[src/rtl/decode_stage_r32i.sv]
// RV32I decode stage: combinational decode into a registered output slot backed by a skid slot.
// Define DECODE_ILLEGAL_TRAP_EN to add out_illegal and block intake after an illegal opcode.
module decode_stage_r32i #(
    parameter int unsigned dataW    = 32,
    parameter int unsigned regAddrW = $clog2(dataW)
) (
    input  logic                clk,
    input  logic                nReset,
    input  logic                in_valid,
    output logic                in_ready,
    input  logic [dataW-1:0]    in_ins,
    input  logic [dataW-1:0]    in_pc,
    input  logic                flush,
    input  logic                ex_load_valid,
    input  logic [regAddrW-1:0] ex_load_rd,
    output logic                out_valid,
    input  logic                out_ready,
    output logic [dataW-1:0]    out_pc,
    output logic [dataW-1:0]    out_imm,
    output logic [regAddrW-1:0] out_rs1,
    output logic [regAddrW-1:0] out_rs2,
    output logic [regAddrW-1:0] out_rd,
    output logic [5:0]          out_alucode,
`ifdef DECODE_ILLEGAL_TRAP_EN
    output logic                out_illegal,
`endif
    output logic [11:0]         out_ctrl
);

    localparam logic [6:0] OP_OPPI   = 7'b0010011;
    localparam logic [6:0] OP_OPPR   = 7'b0110011;
    localparam logic [6:0] OP_LUI    = 7'b0110111;
    localparam logic [6:0] OP_AUIPC  = 7'b0010111;
    localparam logic [6:0] OP_JAL    = 7'b1101111;
    localparam logic [6:0] OP_JALR   = 7'b1100111;
    localparam logic [6:0] OP_BRANCH = 7'b1100011;
    localparam logic [6:0] OP_LOAD   = 7'b0000011;
    localparam logic [6:0] OP_STORE  = 7'b0100011;

    // CPY sits above the 5-bit space reachable from {ins[25], ins[30], f3}.
    localparam logic [5:0] ALU_ADD = 6'b000000;
    localparam logic [5:0] ALU_CPY = 6'b100000;

    typedef struct packed {
        logic [dataW-1:0]    pc;
        logic [dataW-1:0]    imm;
        logic [regAddrW-1:0] rs1;
        logic [regAddrW-1:0] rs2;
        logic [regAddrW-1:0] rd;
        logic [5:0]          alucode;
        logic [11:0]         ctrl;
        logic                use_rs1;
        logic                use_rs2;
`ifdef DECODE_ILLEGAL_TRAP_EN
        logic                illegal;
`endif
    } bundle_t;

    logic [6:0]       w_opcode;
    logic [2:0]       w_f3;
    logic [dataW-1:0] w_imm_i;
    logic [dataW-1:0] w_imm_s;
    logic [dataW-1:0] w_imm_b;
    logic [dataW-1:0] w_imm_u;
    logic [dataW-1:0] w_imm_j;
    logic [8:0]       w_flags;
    logic             w_known;
    bundle_t          w_dec;

    assign w_opcode = in_ins[6:0];
    assign w_f3     = in_ins[14:12];
    assign w_imm_i  = {{(dataW-12){in_ins[31]}}, in_ins[31:20]};
    assign w_imm_s  = {{(dataW-12){in_ins[31]}}, in_ins[31:25], in_ins[11:7]};
    assign w_imm_b  = {{(dataW-12){in_ins[31]}}, in_ins[7], in_ins[30:25], in_ins[11:8], 1'b0};
    assign w_imm_u  = {{(dataW-31){in_ins[31]}}, in_ins[30:12], 12'b0};
    assign w_imm_j  = {{(dataW-20){in_ins[31]}}, in_ins[19:12], in_ins[20], in_ins[30:21], 1'b0};

    // w_flags: [8] RAMRegRead [7] RAMWrite [6] UsePC [5] UseImm [4] Absolute [3] Always
    //          [2] TestBranch [1] LinkAddrWrite [0] RegWrite
    always_comb begin
        w_flags       = 9'h000;
        w_known       = 1'b1;
        w_dec         = '0;
        w_dec.pc      = in_pc;
        w_dec.imm     = w_imm_i;
        w_dec.rs1     = in_ins[15 +: regAddrW];
        w_dec.rs2     = in_ins[20 +: regAddrW];
        w_dec.rd      = in_ins[7 +: regAddrW];
        w_dec.alucode = ALU_ADD;
        case (w_opcode)
            OP_OPPI: begin
                w_flags       = 9'h021;
                w_dec.use_rs1 = 1'b1;
                w_dec.alucode = (w_f3 == 3'd5) ? {2'b00, in_ins[30], w_f3} : {3'b000, w_f3};
            end
            OP_OPPR: begin
                w_flags       = 9'h001;
                w_dec.use_rs1 = 1'b1;
                w_dec.use_rs2 = 1'b1;
                w_dec.alucode = {1'b0, in_ins[25], in_ins[30], w_f3};
            end
            OP_LUI: begin
                w_flags       = 9'h021;
                w_dec.imm     = w_imm_u;
                w_dec.alucode = ALU_CPY;
            end
            OP_AUIPC: begin
                w_flags   = 9'h061;
                w_dec.imm = w_imm_u;
            end
            OP_JAL: begin
                w_flags       = 9'h02B;
                w_dec.imm     = w_imm_j;
                w_dec.alucode = ALU_CPY;
            end
            OP_JALR: begin
                w_flags       = 9'h03B;
                w_dec.use_rs1 = 1'b1;
            end
            OP_BRANCH: begin
                w_flags       = 9'h074;
                w_dec.imm     = w_imm_b;
                w_dec.use_rs1 = 1'b1;
                w_dec.use_rs2 = 1'b1;
            end
            OP_LOAD: begin
                w_flags       = 9'h121;
                w_dec.use_rs1 = 1'b1;
            end
            OP_STORE: begin
                w_flags       = 9'h1A0;
                w_dec.imm     = w_imm_s;
                w_dec.use_rs1 = 1'b1;
                w_dec.use_rs2 = 1'b1;
            end
            default: begin
                w_known       = 1'b0;
                w_dec.alucode = 6'b000000;
            end
        endcase
        w_dec.ctrl = w_known ? {w_f3, w_flags} : 12'h000;
`ifdef DECODE_ILLEGAL_TRAP_EN
        w_dec.illegal = ~w_known;
`endif
    end

    bundle_t r_out;
    bundle_t r_skid;
    logic    r_out_valid;
    logic    r_skid_valid;
    logic    r_in_ready;
    bundle_t w_out_d;
    bundle_t w_skid_d;
    logic    w_out_valid_d;
    logic    w_skid_valid_d;
    logic    w_in_ready_d;
    logic    w_hazard;
    logic    w_out_valid;
    logic    w_in_fire;
    logic    w_out_fire;
`ifdef DECODE_ILLEGAL_TRAP_EN
    logic    r_trap;
    logic    w_trap_d;
`endif

    // x0 never hazards; only the oldest held bundle is checked against the in-flight load.
    assign w_hazard = r_out_valid && ex_load_valid && (ex_load_rd != '0) &&
                      ((r_out.use_rs1 && (ex_load_rd == r_out.rs1)) ||
                       (r_out.use_rs2 && (ex_load_rd == r_out.rs2)));
    assign w_out_valid = r_out_valid & ~w_hazard;
    assign w_in_fire   = in_valid & r_in_ready;
    assign w_out_fire  = w_out_valid & out_ready;

    always_comb begin
        w_out_d        = r_out;
        w_skid_d       = r_skid;
        w_out_valid_d  = r_out_valid;
        w_skid_valid_d = r_skid_valid;
`ifdef DECODE_ILLEGAL_TRAP_EN
        w_trap_d       = r_trap;
`endif
        if (flush) begin
            w_out_valid_d  = 1'b0;
            w_skid_valid_d = 1'b0;
`ifdef DECODE_ILLEGAL_TRAP_EN
            w_trap_d       = 1'b0;
`endif
        end else begin
            if (!r_out_valid || w_out_fire) begin
                if (r_skid_valid) begin
                    w_out_d        = r_skid;
                    w_out_valid_d  = 1'b1;
                    w_skid_valid_d = 1'b0;
                end else begin
                    w_out_d       = w_in_fire ? w_dec : r_out;
                    w_out_valid_d = w_in_fire;
                end
            end else if (w_in_fire) begin
                w_skid_d       = w_dec;
                w_skid_valid_d = 1'b1;
            end
`ifdef DECODE_ILLEGAL_TRAP_EN
            if (w_in_fire && w_dec.illegal) begin
                w_trap_d = 1'b1;
            end
`endif
        end
    end

`ifdef DECODE_ILLEGAL_TRAP_EN
    assign w_in_ready_d = ~w_skid_valid_d & ~w_trap_d;
`else
    assign w_in_ready_d = ~w_skid_valid_d;
`endif

    always_ff @(posedge clk or negedge nReset) begin
        if (!nReset) begin
            r_out        <= '0;
            r_skid       <= '0;
            r_out_valid  <= 1'b0;
            r_skid_valid <= 1'b0;
            r_in_ready   <= 1'b1;
`ifdef DECODE_ILLEGAL_TRAP_EN
            r_trap       <= 1'b0;
`endif
        end else begin
            r_out        <= w_out_d;
            r_skid       <= w_skid_d;
            r_out_valid  <= w_out_valid_d;
            r_skid_valid <= w_skid_valid_d;
            r_in_ready   <= w_in_ready_d;
`ifdef DECODE_ILLEGAL_TRAP_EN
            r_trap       <= w_trap_d;
`endif
        end
    end

    assign in_ready    = r_in_ready;
    assign out_valid   = w_out_valid;
    assign out_pc      = r_out.pc;
    assign out_imm     = r_out.imm;
    assign out_rs1     = r_out.rs1;
    assign out_rs2     = r_out.rs2;
    assign out_rd      = r_out.rd;
    assign out_alucode = r_out.alucode;
    assign out_ctrl    = r_out.ctrl;
`ifdef DECODE_ILLEGAL_TRAP_EN
    assign out_illegal = r_out.illegal;
`endif

endmodule

[config.mk]
export PLATFORM = sky130hd
export DESIGN_NAME = decode_stage_r32i
export DESIGN_NICKNAME = d
export VERILOG_FILES = /design/src/rtl/decode_stage_r32i.sv
export SDC_FILE = /design/constraint.sdc
export NUM_CORES = 1
export LEC_CHECK = 0
export CORE_MARGIN = 2
export CORE_UTILIZATION = 40
export CTS_BUF_LIST = sky130_fd_sc_hd__clkbuf_8
export CTS_CLUSTER_SIZE = 8
export DETAILED_ROUTE_END_ITERATION = 16
export PLACE_DENSITY = 0.74
export REMOVE_ABC_BUFFERS = 1
export SETUP_SLACK_MARGIN = 0.1
export SLEW_MARGIN = 10
export SYNTH_ARGS = -nofsm -noshare
export SYNTH_HDL_FRONTEND = slang
export SYNTH_SLANG_ARGS = --single-unit
[constraint.sdc]
create_clock -name clk -period 2 [get_ports clk]
set_clock_uncertainty 0.05 [all_clocks]
set_input_delay 0.4 -clock clk [delete_from_list [all_inputs] [get_ports clk]]
set_output_delay 0.4 -clock clk [all_outputs]
set_load 0.02 [all_outputs]
==> impl_metrics.toml <==
[worst_setup_path]
cp_slowest_cell = "or4_1"
slowest_delay_ns = 0.50
cp_max_fo = 3
cp.required_ns = 1.55
rr_startpoint = "out_rs2[4]$_DFFE_PN0P_"
crit_type = "in -> out"
endpoint_kind = "primary output"
rrSetupSlack_ns = -0.37
path_buf_inv = 3
cp.arrival_ns = 1.97
cp_top_family = "buffers and inverters"
cp-startpoint = "ex_load_rd[2]"
r2r-end = "r_skid[33]$_DFFE_PN0P_"
reg2regPathDepth = 9
critPathCapture = "out_valid"
path_cells = "clkdlybuf4s50_1 -> or4_1 -> o21ai_2 -> buf_4 -> nor2_4 -> nor2_2 -> buf_6"
crit_path_start_kind = "input port"
crit_cells = 7

[timing]
setup_slack_ns = -0.421
setup_viol = 207
rsz0062_at_grt = "yes"
finalCritPeriodShare_pct = 121
min_period_ns = 2.42
fmax_ghz = 0.413
hold_violations = 0
slew-limit-headroom_pct = 52.4
fin_setup_tns_ns = -56.11
slew_violations = 0
worst-slew-pin-transition_ns = 0.711

[detailed_routing]
drcViolationCount = 0
first_iter_violations = 302
wl_um = 25100
dr.pass1.iters = 4
wl_per_cell_um = 18.0
viasPerCell = 5.06
vias = 7036
antenna_left = 0

[floorplan]
die_w_um = 160
start_util_pct = 40.4
core_area_um2 = 24100
die-area_um2 = 25600
dieHeight_um = 160
num_rows = 57
io_pins = 174

[clocking]
clock_latency_ns = 0.46
cts_tree = "built"
cts_buffers = 17
root_buffer = "clkbuf_8"
cts_num_sinks = 199
htreeDepth = 4
clock_path_buffers = 2
clkTransAtPathRegs_ns = 0.10

[global_route]
first_global_vias = 7193
grt_usage_pct = 19.3
grt_pass1_wl_um = 39000
antenna_found_initial = 2
grt-ovfl-total = 0
grt_max_degree = 90

[yosys]
ys_async_sr_fraction_pct = 100
synthFlopType = "dfrtp_1"
ys_warn_count = 0
synth.cell_area_um2 = 9750
avgSynthCellArea_um2 = 10.9
yosysUniqueCellTypes = 47
synth_cells = 891
synth_seq_cells = 199
seq_area_frac_synth_pct = 51.1
synth_edf_count = 0

[power_and_ir_drop]
worst_ir_drop_vdd_mv = 0.478
switching_power_w = 0.00331
power_density_nw_per_um2 = 816
power.internal_w = 0.00776
power.leakage_nw = 6.17
p_comb_share_pct = 28.2
pwr-share-seq_pct = 47.8
pwr-share-clk_pct = 24.0
swShare_pct = 29.9

[layout]
diodes = 0
fin_util_pct = 56.3
fin_nets = 1130
syn2layout_area_growth_pct = 39.3
drive_gt1_share_pct = 33.6

[outcome]
status = "finished with violations"
violations = "negative setup slack"

[placed_design]
port_buffers = 173
dp_hpwl_um = 15100
gp_congestion = 0.840

[min_path]
hold_class = "in -> async"

[flow_run]
drv_cap = 0
## per-layer routing
metal,part of all wire (%),up-vias,GRT usage (%)
met5,0.092,-,0
met4,0.82,4,3.56
met3,6.3,18,5.95
met2,46,176,29.8
met1,46,3557,27.1
li1,-,3281,-
## placed cells by master (no fill, tap or decap), types with 3 or more instances in the layout
master and n:
nand2_2 33, o21ai_1 35, o21ai_2 41, xor2_1 7
and3_1 3, buf_16 15, o31ai_2 3, inv_1 23
o31ai_4 4, buf_6 7, a21oi_1 17, nand2_1 66
buf_4 60, and2_1 3, bufbuf_16 4, a21o_1 19
nor2b_1 7, mux2i_1 84, clkbuf_8 18, bufinv_16 3
o21ai_0 16, clkbuf_16 8, nor2_1 26, and3b_1 4
clkdlybuf4s50_1 168, mux2_4 14, dfrtp_1 197, a22oi_1 5
mux2_2 84, nand2_4 17, clkinv_2 5, buf_12 21
dlygate4sd2_1 3, buf_8 5
## cells in the mapped netlist, drive strengths merged, types with 2 or more instances
cell,count,area share (%)
nor2,29,1.1
and2,3,0.19
and3b,4,0.36
mux2i,84,8.6
or2,2,0.13
a21oi,17,0.87
nor3b,2,0.15
nand3,3,0.21
nor4,2,0.13
clkbuf,25,0.96
a21o,19,1.5
buf,123,9.2
nand2,116,4.5
and3,3,0.19
xor2,8,0.72
nor3,2,0.10
a22oi,5,0.39
xnor2,2,0.18
inv,22,0.85
o21ai,92,4.8
mux2,100,12
nor2b,7,0.45
o31ai,8,0.62
dfrtp,198,51
## worst min path at each step
stage                                            end  slack [ns]  cells after the start
after CTS                    out_imm[19]$_DFFE_PN0P_        0.38                      2
final                         out_rs1[3]$_DFFE_PN0P_        0.39                      2
after global routing          out_rs1[3]$_DFFE_PN0P_        0.37                      2
after detailed placement     out_imm[19]$_DFFE_PN0P_        0.32                      1
after global placement        out_rs1[3]$_DFFE_PN0P_        0.31                      1
after floorplan           out_alucode[0]$_DFFE_PN0P_        0.05                      0
## state kept, by name, summed over array words and instances, names as in the netlist, 2 cells and up
| register | count |
|---|---|
| out_rs2 | 5 |
| out_ctrl | 11 |
| out_rd | 5 |
| r_out | 2 |
| r_skid | 98 |
| out_rs1 | 5 |
| out_alucode | 6 |
| out_pc | 32 |
| out_imm | 32 |
## power by group through the flow
stage	Clock [W]	Combinational [W]	Sequential, W
finish	0.00266	0.00312	0.00530
global route	0.00291	0.00336	0.00539
CTS	0.00274	0.00292	0.00526
detailed placement	0	0.00258	0.00531
global placement	0	0.00252	0.00527
floorplan	0	0.000953	0.00563
## what timing repair did
item                                    in CTS  in global routing
buffers inserted                            16                  3
resized for setup                          139                106
endpoints found under the setup margin     294                297
hold buffers                                 1                  0
endpoints found under the hold margin       41                  0
pin swaps                                   24                 39
gates cloned                                18                  8
## worst register-to-register path: cells and delay by family, from the launching register on
| kind | cells | cell delay (ns) |
|---|---|---|
| buf+inv | 3 | 0.64 |
| flops | 1 | 0.40 |
| simple gates | 2 | 0.37 |
| compound gates | 2 | 0.35 |
| mux | 1 | 0.28 |
| xor+xnor | 1 | 0.15 |
## per-stage QoR
| stage | hold WS, ns | power, W | worst slack (ns) | area [um2] | cells |
|---|---|---|---|---|---|
| 2_1_floorplan | 0.0544 | 0.00658 | -9.48 | 8760 | 743 |
| 3_3_place_gp | 0.314 | 0.00779 | -0.860 | 11600 | 1317 |
| 3_5_place_dp | 0.320 | 0.00790 | -0.920 | 11600 | 1317 |
| 4_1_cts | 0.375 | 0.0109 | -0.375 | 13000 | 1383 |
| 5_1_grt | 0.372 | 0.0117 | -0.490 | 13600 | 1391 |
| 6_report | 0.391 | 0.0111 | -0.421 | 13600 | 1391 |
## logic make-up (layout without fill, tap and decap cells)
family / count (synthesis) / count (layout) / share of synthesized area (%)
buffers and inverters: 170 / 346 / 11.0
and+or+nand+nor: 181 / 181 / 8.18
DFF: 199 / 199 / 51.1
muxes: 184 / 184 / 20.2
AOI/OAI and AO/OA: 147 / 147 / 8.63
xor gates and xnor gates: 10 / 10 / 0.899
## cell type report
| type | count | area, um2 |
|---|---|---|
| inverter | 22 | 82.6 |
| multi-input combinational | 522 | 4210 |
| timing repair buffer | 293 | 3500 |
| fill | 2056 | 10500 |
| sequential | 199 | 4980 |
| clock buffer | 17 | 234 |
| tap | 324 | 405 |
| clock inverter | 14 | 160 |
Power figures use the tool's default switching activity.
==> RTL change: new RTL, same settings <==
Reset style: synchronous (`nReset`), changed in one clocked block.
--- a/src/rtl/decode_stage_r32i.sv
+++ b/src/rtl/decode_stage_r32i.sv
@@ -213,7 +213,7 @@
     assign w_in_ready_d = ~w_skid_valid_d;
 `endif
 
-    always_ff @(posedge clk or negedge nReset) begin
+    always_ff @(posedge clk) begin
         if (!nReset) begin
             r_out        <= '0;
             r_skid       <= '0;
Formal check against the unedited RTL: differs if nReset is asserted again (counterexample within 4 cycles, from zero or initial values and one cycle with nReset low); with nReset held inactive, the same outputs for 4 cycles.
==> RTL change against the unedited design <==
Sequential cell count unchanged. Final area shrank 3.2%. Synthesized area up 7.5%. Worst hold slack worse by 0.14 ns. Non-clock buffer count is 25 lower. The run still ends with setup timing left. Via count is 17% higher. Critical path type unchanged. Largest cell class is now multi-input combinational cells. Routed wire length rose by 1.5%. Final cell count is 19% higher. Worst setup slack improved by 0.36 ns. Utilization shrank 5.6 points.
Power is not compared: it rests on default switching activity, and its combinational part moved more than twofold at a synthesized area within 25%.
==> RTL change: results (changes against the unedited design) <==
- The largest incremental delay on the critical path is 0.25 ns (-0.25 ns).
- The multiplexer share of the synthesized area is 24.5% (+4.3 points).
- The sequential element share of the synthesized area is 38.0% (-13 points).
- The kind of cell with the highest combined delay along the critical path is buffers and inverters.
- The arrival time of the worst setup path came to 1.61 ns (-0.36 ns).
- The slew at the pin with the worst max-slew slack is 0.433 ns (-0.277 ns).
- The final net count is 1383 (+22%).
- The clock-pin transition on the worst setup and hold timing paths is 0.10 ns (about the same).
- The final worst setup slack is -0.0565 ns (+0.364 ns).
- The tree is rooted in a sky130_fd_sc_hd__clkbuf_8.
- The number of antenna violations at the first check in global routing is 4 (+2).
- The xor-xnor portion of the synthesized cell area is 0.836% (-0.063 points).
- The checks that failed: setup timing.
- Counting flops per register, the top entry is r_skid.
- The number of global-route vias before repair is 7921 (+10%).
- The run finished, with violations left.
- The area fraction in compound gates after synthesis is 6.67% (-2.0 points).
- The ratio of routed vias to standard cells is 4.95 (-2.1%).
- The overall global routing resource usage is 18.5% (-0.81 points).
- The top fanout value on the critical path is 2 (-1).
- The fraction of registers with async set or reset after synthesis is 0% (-100 points).
- The maximum number of pins on one net before global-route repair was 95 (+5.6%).
- In the post-synthesis netlist, the biggest area contributors are sky130_fd_sc_hd__dfxtp_1, sky130_fd_sc_hd__mux2i_1, sky130_fd_sc_hd__nand2_1, sky130_fd_sc_hd__buf_4, sky130_fd_sc_hd__mux2_2.
- The number of library cell types mapped by synthesis is 49 (+4.3%).
- The global placer's final weighted congestion is 0.823 (-2.0%).
- In the synthesized netlist the dominant register cell turns out to be sky130_fd_sc_hd__dfxtp_1.
- The count of placed standard cells including taps came to 1599 (+21%).
- The slowest stage of the critical path is the sky130_fd_sc_hd__dlygate4sd2_1 cell.
- The tightest min-delay check is of the in -> reg type.
- The post-DP HPWL is 16100 µm (+6.4%).
- The fraction of the mapped netlist area in adder cells is 0% (unchanged).
- The number of DRC violations after detailed-routing iteration 0 came to 435 (+44%).
- Across the VDD grid, the largest voltage drop is 0.000307 V.
- The filler cell count came to 2357 (+15%).
- By count the netlist is led by sky130_fd_sc_hd__nand2_1, sky130_fd_sc_hd__dfxtp_1, sky130_fd_sc_hd__mux2i_1, sky130_fd_sc_hd__buf_4, sky130_fd_sc_hd__clkbuf_1.
- The final setup violation count came to 1 (-99.5%).
- The detailed-router iteration count before antenna repair is 5 (+1).
- The number of standard cells after synthesis is 1211 (+36%).
- The clock network latency to the later pin of the worst-skew pair is 0.46 ns (about the same).
- The placed instance area was 12200 µm² (+4.6%).
- The layout cell share with drive strength beyond 1 is 15.1% (-18 points).
- The total wire length is 25500 µm (+1.5%).
- The final instance count without filler cells came to 1659 (+19%).
- The global-route wire length before repair is 41700 µm (+7.0%).
==> RTL change: cell types whose count changed after synthesis, sizes merged, moves of 32 or more <==
cell | unedited run | this run
clkbuf | 25 | 68
o21ai | 92 | 21
o211ai | 0 | 32
nand2b | 1 | 34
mux2i | 84 | 199
dfrtp | 198 | 0
mux2 | 100 | 51
nand2 | 116 | 373
dfxtp | 0 | 199
==> RTL change: area by class of cell <==
class / instances / area share, %
clock buffer: 18 / 1.88
tap: 335 / 3.19
antenna: 3 / 0.0571
clock inverter: 14 / 0.837
sequential: 199 / 30.4
inverter: 7 / 0.200
multi-input combinational: 815 / 41.0
timing repair buffer: 268 / 22.4
==> RTL change: tightest hold or removal path, cell delays in order <==
cell,delay [ns]
sky130_fd_sc_hd__buf_8,0.18
sky130_fd_sc_hd__nand2_1,0.09
sky130_fd_sc_hd__mux2i_1,0.06
==> RTL change: worst paths after layout <==
kind,start,to,slack [ns],cells past startpoint
setup / recovery,ex_load_rd[4],out_valid,-0.06,7
hold / removal,nReset,out_rs1[1],0.25,3
setup reg to reg,out_rs1[4],out_imm[28],0.05,9
hold reg to reg,r_skid[33],r_skid[33],0.41,2
==> RTL change: cell families (layout without fill, tap and decap cells) <==
group | count (synthesis) | in the layout
buf+inv | 197 | 307
xor+xnor | 10 | 10
compound gates | 98 | 98
simple gates | 457 | 457
mux | 250 | 250
flops | 199 | 199
other cells | 0 | 3
==> RTL change: routing by layer <==
metal  routed length [µm]  vias to the layer above  global-route usage [%]
li1                     -                     4154                       -
met2                11700                      166                    29.0
met3                 1350                       26                    4.50
met4                  358                        0                    5.18
met1                12100                     3869                    25.4
met5                    0                        -                       0
==> RTL change: what timing repair did <==
item	in CTS	in global routing
buffers inserted	14	2
gates resized for setup	129	36
gates cloned	11	0
pin swaps	14	4
setup endpoints to repair	267	201
==> RTL change: stage by stage <==
step	util, %	setup WS [ns]	TNS [ns]
global placement	47.0	-0.749	-110.76
global route	50.7	-0.170	-3.50
finish	50.7	-0.0565	-0.0565
detailed placement	47.0	-0.805	-120.61
floorplan	-	-4.15	-569.19
CTS	50.2	-0.0271	-0.0271
==> RTL change: report_power, final <==
part	switching (µW)	internal (µW)
Clock	1470	1010
Sequential	54.2	4060
Combinational	627	624
